**config.mk**
```make
export PLATFORM = sky130hd
export DESIGN_NAME = execute_stage_md
export DESIGN_NICKNAME = d
export VERILOG_FILES = /design/src/rtl/execute_stage_md.sv
export SDC_FILE = /design/constraint.sdc
export NUM_CORES = 2
export LEC_CHECK = 0
export CAP_MARGIN = 20
export CELL_PAD_IN_SITES_DETAIL_PLACEMENT = 1
export CELL_PAD_IN_SITES_GLOBAL_PLACEMENT = 2
export CORE_MARGIN = 3
export CORE_UTILIZATION = 40
export CTS_CLUSTER_DIAMETER = 80
export CTS_CLUSTER_SIZE = 28
export DETAILED_ROUTE_END_ITERATION = 7
export GPL_TIMING_DRIVEN = 0
export PLACE_DENSITY = 0.91
export SLEW_MARGIN = 5
export SYNTH_ARGS = -nofsm -noshare
export SYNTH_HDL_FRONTEND = slang
export SYNTH_SLANG_ARGS = --single-unit
```
**constraint.sdc**
```tcl
create_clock -name clk -period 12.93 [get_ports clk]
set_input_delay 1.293 -clock clk [delete_from_list [all_inputs] [get_ports clk]]
set_output_delay 1.293 -clock clk [all_outputs]
set_load 0.05 [all_outputs]
```
**src/rtl/execute_stage_md.sv**
```systemverilog
// Execute stage with operand forwarding, ALU, and a multi-cycle
// multiply/divide unit holding the architectural HI/LO registers.
//
// Ports:
//   clk, rst          clock, synchronous active-high reset
//   validE            E slot holds a real instruction
//   regDstE, aluSrcE  destination select, ALU B source select
//   aluControlE       ALU function
//   mdOpE             multiply/divide/HI-LO move opcode
//   rd1D, rd2D        register-file operands
//   rsE, rtE, rdE     register specifiers
//   signImmE          extended immediate
//   aluOutMOut        forwarded value from M
//   resultW           forwarded value from W
//   forwardAE/BE      forwarding selects (0 reg, 1 W, 2 M, 3 zero)
//   rsEHazardUnit     rsE passthrough to the hazard unit
//   rtEHazardUnit     rtE passthrough to the hazard unit
//   writeRegE         destination register
//   writeDataE        forwarded B operand
//   aluOutE           ALU result, or HI/LO for MFHI/MFLO
//   mdBusyE           multiply/divide unit busy
//   stallMDE          stall request to the hazard unit
//   hiOut, loOut      current HI/LO
module execute_stage_md #(
    parameter int WIDTH   = 32,
    parameter int REG_AW  = 5,
    parameter int MUL_LAT = 4
) (
    input  logic              clk,
    input  logic              rst,
    input  logic              validE,
    input  logic              regDstE,
    input  logic              aluSrcE,
    input  logic [3:0]        aluControlE,
    input  logic [3:0]        mdOpE,
    input  logic [WIDTH-1:0]  rd1D,
    input  logic [WIDTH-1:0]  rd2D,
    input  logic [REG_AW-1:0] rsE,
    input  logic [REG_AW-1:0] rtE,
    input  logic [REG_AW-1:0] rdE,
    input  logic [WIDTH-1:0]  signImmE,
    input  logic [WIDTH-1:0]  aluOutMOut,
    input  logic [WIDTH-1:0]  resultW,
    input  logic [1:0]        forwardAE,
    input  logic [1:0]        forwardBE,
    output logic [REG_AW-1:0] rsEHazardUnit,
    output logic [REG_AW-1:0] rtEHazardUnit,
    output logic [REG_AW-1:0] writeRegE,
    output logic [WIDTH-1:0]  writeDataE,
    output logic [WIDTH-1:0]  aluOutE,
    output logic              mdBusyE,
    output logic              stallMDE,
    output logic [WIDTH-1:0]  hiOut,
    output logic [WIDTH-1:0]  loOut
);

    localparam logic [3:0] MD_MULT  = 4'd1;
    localparam logic [3:0] MD_MULTU = 4'd2;
    localparam logic [3:0] MD_DIV   = 4'd3;
    localparam logic [3:0] MD_DIVU  = 4'd4;
    localparam logic [3:0] MD_MFHI  = 4'd5;
    localparam logic [3:0] MD_MFLO  = 4'd6;
    localparam logic [3:0] MD_MTHI  = 4'd7;
    localparam logic [3:0] MD_MTLO  = 4'd8;

    localparam logic [3:0] ALU_AND  = 4'b0000;
    localparam logic [3:0] ALU_OR   = 4'b0001;
    localparam logic [3:0] ALU_ADD  = 4'b0010;
    localparam logic [3:0] ALU_XOR  = 4'b0011;
    localparam logic [3:0] ALU_NOR  = 4'b0100;
    localparam logic [3:0] ALU_SUB  = 4'b0110;
    localparam logic [3:0] ALU_SLT  = 4'b0111;
    localparam logic [3:0] ALU_SLTU = 4'b1000;

    localparam int CNT_MAX = (WIDTH > MUL_LAT) ? WIDTH : MUL_LAT;
    localparam int CW      = $clog2(CNT_MAX + 1);

    typedef enum logic [1:0] {
        S_IDLE,
        S_MUL,
        S_DIV
    } state_t;

    state_t           state;
    logic [CW-1:0]    cnt;
    logic [WIDTH-1:0] hi;
    logic [WIDTH-1:0] lo;
    logic [WIDTH-1:0] op_a;
    logic [WIDTH-1:0] op_b;
    logic             signed_op;
    logic [WIDTH-1:0] rem_q;
    logic [WIDTH-1:0] quo_q;
    logic [WIDTH-1:0] dvs_q;
    logic             neg_q;
    logic             neg_r;

    logic [WIDTH-1:0] src_a;
    logic [WIDTH-1:0] src_b;
    logic [WIDTH-1:0] alu_res;
    logic             busy;
    logic             hilo_op;
    logic             accept;

    // Forwarding muxes
    always_comb begin
        case (forwardAE)
            2'd0:    src_a = rd1D;
            2'd1:    src_a = resultW;
            2'd2:    src_a = aluOutMOut;
            default: src_a = '0;
        endcase
        case (forwardBE)
            2'd0:    writeDataE = rd2D;
            2'd1:    writeDataE = resultW;
            2'd2:    writeDataE = aluOutMOut;
            default: writeDataE = '0;
        endcase
    end

    assign src_b = aluSrcE ? signImmE : writeDataE;

    always_comb begin
        alu_res = '0;
        case (aluControlE)
            ALU_AND:  alu_res = src_a & src_b;
            ALU_OR:   alu_res = src_a | src_b;
            ALU_ADD:  alu_res = src_a + src_b;
            ALU_XOR:  alu_res = src_a ^ src_b;
            ALU_NOR:  alu_res = ~(src_a | src_b);
            ALU_SUB:  alu_res = src_a - src_b;
            ALU_SLT:  alu_res = {{(WIDTH-1){1'b0}},
                                 $signed(src_a) < $signed(src_b)};
            ALU_SLTU: alu_res = {{(WIDTH-1){1'b0}}, src_a < src_b};
            default:  alu_res = '0;
        endcase
    end

    always_comb begin
        if (mdOpE == MD_MFHI)
            aluOutE = hi;
        else if (mdOpE == MD_MFLO)
            aluOutE = lo;
        else
            aluOutE = alu_res;
    end

    assign rsEHazardUnit = rsE;
    assign rtEHazardUnit = rtE;
    assign writeRegE     = regDstE ? rdE : rtE;

    assign busy     = (state != S_IDLE);
    assign mdBusyE  = busy;
    assign hilo_op  = validE && (mdOpE != 4'd0) && (mdOpE <= MD_MTLO);
    assign stallMDE = hilo_op && busy;
    assign accept   = hilo_op && !busy;
    assign hiOut    = hi;
    assign loOut    = lo;

    // Multiplier: operands extended to 2*WIDTH so one unsigned
    // multiply yields the correct low 2*WIDTH bits in both modes.
    logic [2*WIDTH-1:0] mul_a;
    logic [2*WIDTH-1:0] mul_b;
    logic [2*WIDTH-1:0] prod;

    assign mul_a = signed_op ? {{WIDTH{op_a[WIDTH-1]}}, op_a}
                             : {{WIDTH{1'b0}}, op_a};
    assign mul_b = signed_op ? {{WIDTH{op_b[WIDTH-1]}}, op_b}
                             : {{WIDTH{1'b0}}, op_b};
    assign prod  = mul_a * mul_b;

    // One restoring-division step: shift the next dividend bit into
    // the partial remainder and subtract the divisor when it fits.
    logic [WIDTH:0]   rem_sh;
    logic [WIDTH:0]   rem_diff;
    logic             take;
    logic [WIDTH-1:0] rem_nx;
    logic [WIDTH-1:0] quo_nx;
    logic [WIDTH-1:0] quot_fin;
    logic [WIDTH-1:0] rem_fin;

    assign rem_sh   = {rem_q, quo_q[WIDTH-1]};
    assign rem_diff = rem_sh - {1'b0, dvs_q};
    assign take     = (rem_sh >= {1'b0, dvs_q});
    assign rem_nx   = take ? rem_diff[WIDTH-1:0] : rem_sh[WIDTH-1:0];
    assign quo_nx   = {quo_q[WIDTH-2:0], take};
    assign quot_fin = neg_q ? (~quo_nx + 1'b1) : quo_nx;
    assign rem_fin  = neg_r ? (~rem_nx + 1'b1) : rem_nx;

    logic             a_neg;
    logic             b_neg;
    logic [WIDTH-1:0] a_mag;
    logic [WIDTH-1:0] b_mag;

    assign a_neg = (mdOpE == MD_DIV) && src_a[WIDTH-1];
    assign b_neg = (mdOpE == MD_DIV) && src_b[WIDTH-1];
    assign a_mag = a_neg ? (~src_a + 1'b1) : src_a;
    assign b_mag = b_neg ? (~src_b + 1'b1) : src_b;

    always_ff @(posedge clk) begin
        if (rst) begin
            state     <= S_IDLE;
            cnt       <= '0;
            hi        <= '0;
            lo        <= '0;
            op_a      <= '0;
            op_b      <= '0;
            signed_op <= 1'b0;
            rem_q     <= '0;
            quo_q     <= '0;
            dvs_q     <= '0;
            neg_q     <= 1'b0;
            neg_r     <= 1'b0;
        end else begin
            case (state)
                S_IDLE: begin
                    if (accept) begin
                        case (mdOpE)
                            MD_MULT, MD_MULTU: begin
                                op_a      <= src_a;
                                op_b      <= src_b;
                                signed_op <= (mdOpE == MD_MULT);
                                cnt       <= CW'(MUL_LAT - 1);
                                state     <= S_MUL;
                            end
                            MD_DIV, MD_DIVU: begin
                                op_a      <= src_a;
                                op_b      <= src_b;
                                signed_op <= (mdOpE == MD_DIV);
                                rem_q     <= '0;
                                quo_q     <= a_mag;
                                dvs_q     <= b_mag;
                                neg_q     <= a_neg ^ b_neg;
                                neg_r     <= a_neg;
                                cnt       <= CW'(WIDTH - 1);
                                state     <= S_DIV;
                            end
                            MD_MTHI: hi <= src_a;
                            MD_MTLO: lo <= src_a;
                            default: ;
                        endcase
                    end
                end
                S_MUL: begin
                    if (cnt == '0) begin
                        hi    <= prod[2*WIDTH-1:WIDTH];
                        lo    <= prod[WIDTH-1:0];
                        state <= S_IDLE;
                    end else begin
                        cnt <= cnt - 1'b1;
                    end
                end
                S_DIV: begin
                    rem_q <= rem_nx;
                    quo_q <= quo_nx;
                    if (cnt == '0) begin
                        // Divide by zero leaves the raw dividend in HI
                        if (dvs_q == '0) begin
                            lo <= '1;
                            hi <= op_a;
                        end else begin
                            lo <= quot_fin;
                            hi <= rem_fin;
                        end
                        state <= S_IDLE;
                    end else begin
                        cnt <= cnt - 1'b1;
                    end
                end
                default: state <= S_IDLE;
            endcase
        end
    end

endmodule

```
==> flow_summary.yaml <==
critical_path:
  r2r_end: "hiOut[26]$_SDFFE_PP0P_"
  r2r-start: "op_a[31]$_SDFFE_PP0P_"
  critPathKind: "flop to flop"
  critPathMaxFanout: 10
  cp.arrival_ns: 13.05
  endpoint_kind: "flop"
  startpoint_type: "flop"
  cpMaxStageDelayCell: "dfxtp_1"
  cp.required_ns: 13.37
  r2r_cells: 29
  slowest_delay_ns: 0.93
  reg2reg_slack_ns: 0.32
  crit_top_cell: "fa_1"
cells_and_area:
  drive_gt1_share_pct: 2.14
  area_delta_synth_final_pct: 10.4
  final_nets: 10700
  instances_no_fill: 10900
route:
  drtIter0Drc: 5663
  antenna_left: 0
  first_pass_iters: 5
  via_per_inst: 5.80
  vias: 63400
  finalWirelength_um: 357000
  routedWlPerCell_um: 32.6
  remaining_drc_errors: 0
placed_design:
  gp_congestion: 1.03
  port_buffers: 323
  dp.cells: 10900
  hpwl_um: 310000
clocking:
  insertion_delay_ns: 0.57
  cts-buffers-inserted: 15
  cts_resized: 0
  clk_pin_slew_ns: 0.12
  post_cts_buffers: 0
  cts_hold_buf: 0
  cts_max_level: 1
  cts_tree: "yes"
  cts.sinks: 235
  cts_root_buf: "clkbuf_16"
  clk_path_buf_depth: 3
hold_path:
  holdPathStages: 2
  min_from: "cnt[3]$_SDFFE_PP0P_"
  hp-class: "flop to flop"
  min_to: "cnt[3]$_SDFFE_PP0P_"
global_routing:
  track_usage_pct: 39.7
  overflow: 0
  grt_max_degree: 29
  first_global_vias: 69400
  grt_antenna_before_repair: 25
  grt_pass1_wl_um: 510000
timing:
  slew_violations: 0
  fmax_mhz: 79.3
  fin_crit_sh_pct: 97.5
  hold_violations: 0
  skew_ns: 0.0644
  worst_pin_slew_ns: 1.29
  finalSetupViolCount: 0
  hold_ws_ns: 0.511
  rsz0062_at_grt: "false"
  maxSlewHeadroom_pct: 14.0
  period_needed_ns: 12.61
yosys:
  syn-num-nets: 10300
  seq_area_frac_synth_pct: 6.73
  ys_types: 97
  ys_ff_latch: 235
  synth.avg_cell_area_sq_um: 8.51
  synth_edf_count: 0
  synth_area_sq_um: 69900
  ys_async_sr_fraction_pct: 0
  synth_flop_cell: "dfxtp_1"
  yosysWarnings: 0
  syn_inst: 8219
floorplanning:
  die_width_um: 424
  fp.dieH_um: 424
  initial_utilization_pct: 40.5
  num_rows: 152
  io_pins: 337
  core_area_sq_um: 173000
  die-area_sq_um: 180000
power:
  power_density_nw_per_um2: 53.9
  ir_worst_vdd_v: 0.0000676
  p_total_mw: 4.16
  p_leak_nw: 37.0
flow_run:
  cap_violations: 0
status:
  status: "completed"
-- state kept, by name (all words and copies together) (netlist names) --
name / cells
state: 2
quo_q: 32
hiOut: 32
signed_op: 1
dvs_q: 32
op_b: 32
op_a: 32
loOut: 32
neg_q: 1
neg_r: 1
rem_q: 32
cnt: 6
-- synthesized netlist by cell type (9+ instances only) --
master     count  area, sq um
xnor2_1      213         1870
mux2_2        12          135
nand3_1       62          310
nand2_1      792         2970
nor2b_1       22          138
nor2_1       491         1840
o211ai_1      26          195
buf_1         25         93.8
o21bai_1      32          240
o31ai_1       34          255
fa_1        1422        28500
o21ai_0      229         1150
a31o_2         9         78.8
o41ai_1       14          123
mux2i_1      114         1140
a31oi_1       46          288
nand4_1       39          244
dfxtp_1      235         4700
o21ai_1       17         85.1
or3_1         23          144
inv_1       1680         6310
xor2_1        53          464
a211oi_1      94          706
and2_1       585         3660
buf_2         25          125
nor4_1        31          194
a221oi_1      77          674
a221o_1       34          340
nor3_1        85          425
a21o_1        77          578
nor3b_1       11         82.6
buf_4         16          120
o2bb2ai_1     14          123
a311oi_1      11         96.3
clkbuf_1     418         1570
ha_1         445         5570
a22oi_1       29          218
a21oi_1      408         2040
nand2b_1      31          194
o21a_1        30          225
and3_1        44          275
a2111oi_0     15          131
-- metrics by stage --
stage / instance area, sq um / util, % / TNS, ns / worst slack (ns)
after CTS: 77000 / 44.6 / 0 / 0.00798
final: 77200 / 44.7 / 0 / 0.320
after detailed placement: 76500 / 44.3 / -0.274 / -0.196
after global routing: 77200 / 44.7 / 0 / 0.115
after global placement: 76100 / 44.1 / -0.162 / -0.0873
after floorplan: 69900 / - / 0 / 3.66
-- placed cells by master (no fill, tap or decap), types with 77 or more instances in the layout --
cell type	synthesis	layout
inv_1	1680	1679
fa_1	1422	1422
nand2_1	792	791
and2_1	585	584
nor2_1	491	489
ha_1	445	445
clkbuf_1	418	417
a21oi_1	408	407
clkdlybuf4s50_1	0	323
dfxtp_1	235	235
o21ai_0	229	228
xnor2_1	213	213
mux2i_1	114	114
a211oi_1	94	94
nor3_1	85	84
a21o_1	77	77
a221oi_1	77	77
-- area by class of cell --
type | instances | area [sq um]
diodes | 16 | 40.0
plain buffers | 484 | 1920
clock buffers | 16 | 379
clock inverters | 8 | 133
fillers | 20700 | 95500
inverters | 1683 | 6320
multi-input cells | 5816 | 57000
flip-flops and latches | 235 | 4700
well taps | 2310 | 2890
repair buffers | 372 | 3800
-- worst max path at each step --
stage | from | to | slack (ns) | cells past startpoint
6_report | op_a[31]$_SDFFE_PP0P_ | hiOut[26]$_SDFFE_PP0P_ | 0.32 | 29
3_5_place_dp | op_a[31]$_SDFFE_PP0P_ | hiOut[26]$_SDFFE_PP0P_ | -0.20 | 30
4_1_cts | op_a[31]$_SDFFE_PP0P_ | hiOut[26]$_SDFFE_PP0P_ | 0.008 | 29
3_3_place_gp | op_a[31]$_SDFFE_PP0P_ | hiOut[26]$_SDFFE_PP0P_ | -0.09 | 30
2_1_floorplan | op_a[31]$_SDFFE_PP0P_ | hiOut[31]$_SDFFE_PP0P_ | 3.66 | 31
5_1_grt | op_a[31]$_SDFFE_PP0P_ | hiOut[26]$_SDFFE_PP0P_ | 0.11 | 29
-- cells by family after synthesis --
kind of cell	share of synthesized area (%)
buffers and inverters	11.8
muxes	1.82
adders and majority gates	48.7
and+or+nand+nor	15.5
xor gates and xnor gates	3.33
DFF	6.73
AOI/OAI and AO/OA	12.1
-- critical path: cells and delay by family, from the launching register on --
| kind | cells | cell delay (ns) |
|---|---|---|
| simple gates | 7 | 2.28 |
| buf+inv | 6 | 1.29 |
| compound gates | 4 | 1.34 |
| xor+xnor | 1 | 0.38 |
| flops | 1 | 0.93 |
| fa+ha+maj | 11 | 6.30 |
-- per-layer routing --
| metal | wire (um) | part of all wire, % | track usage, % | vias to the layer above |
|---|---|---|---|---|
| met4 | 31300 | 8.8 | 27.6 | 12 |
| met2 | 158000 | 44 | 62.2 | 3356 |
| met3 | 34100 | 9.5 | 9.84 | 927 |
| met1 | 134000 | 37 | 48.2 | 32800 |
| li1 | - | - | - | 26400 |
| met5 | 86 | 0.024 | 0 | - |
-- where the power goes --
group | switching (mW) | internal (mW) | total (mW) | leakage (nW)
clock network | 0.350 | 0.236 | 0.586 | 0.247
registers | 0.106 | 0.768 | 0.874 | 1.90
logic | 1.95 | 0.750 | 2.70 | 34.8
total | 2.41 | 1.75 | 4.16 | 37.0
Note: power is estimated with default switching activity, not from simulation.
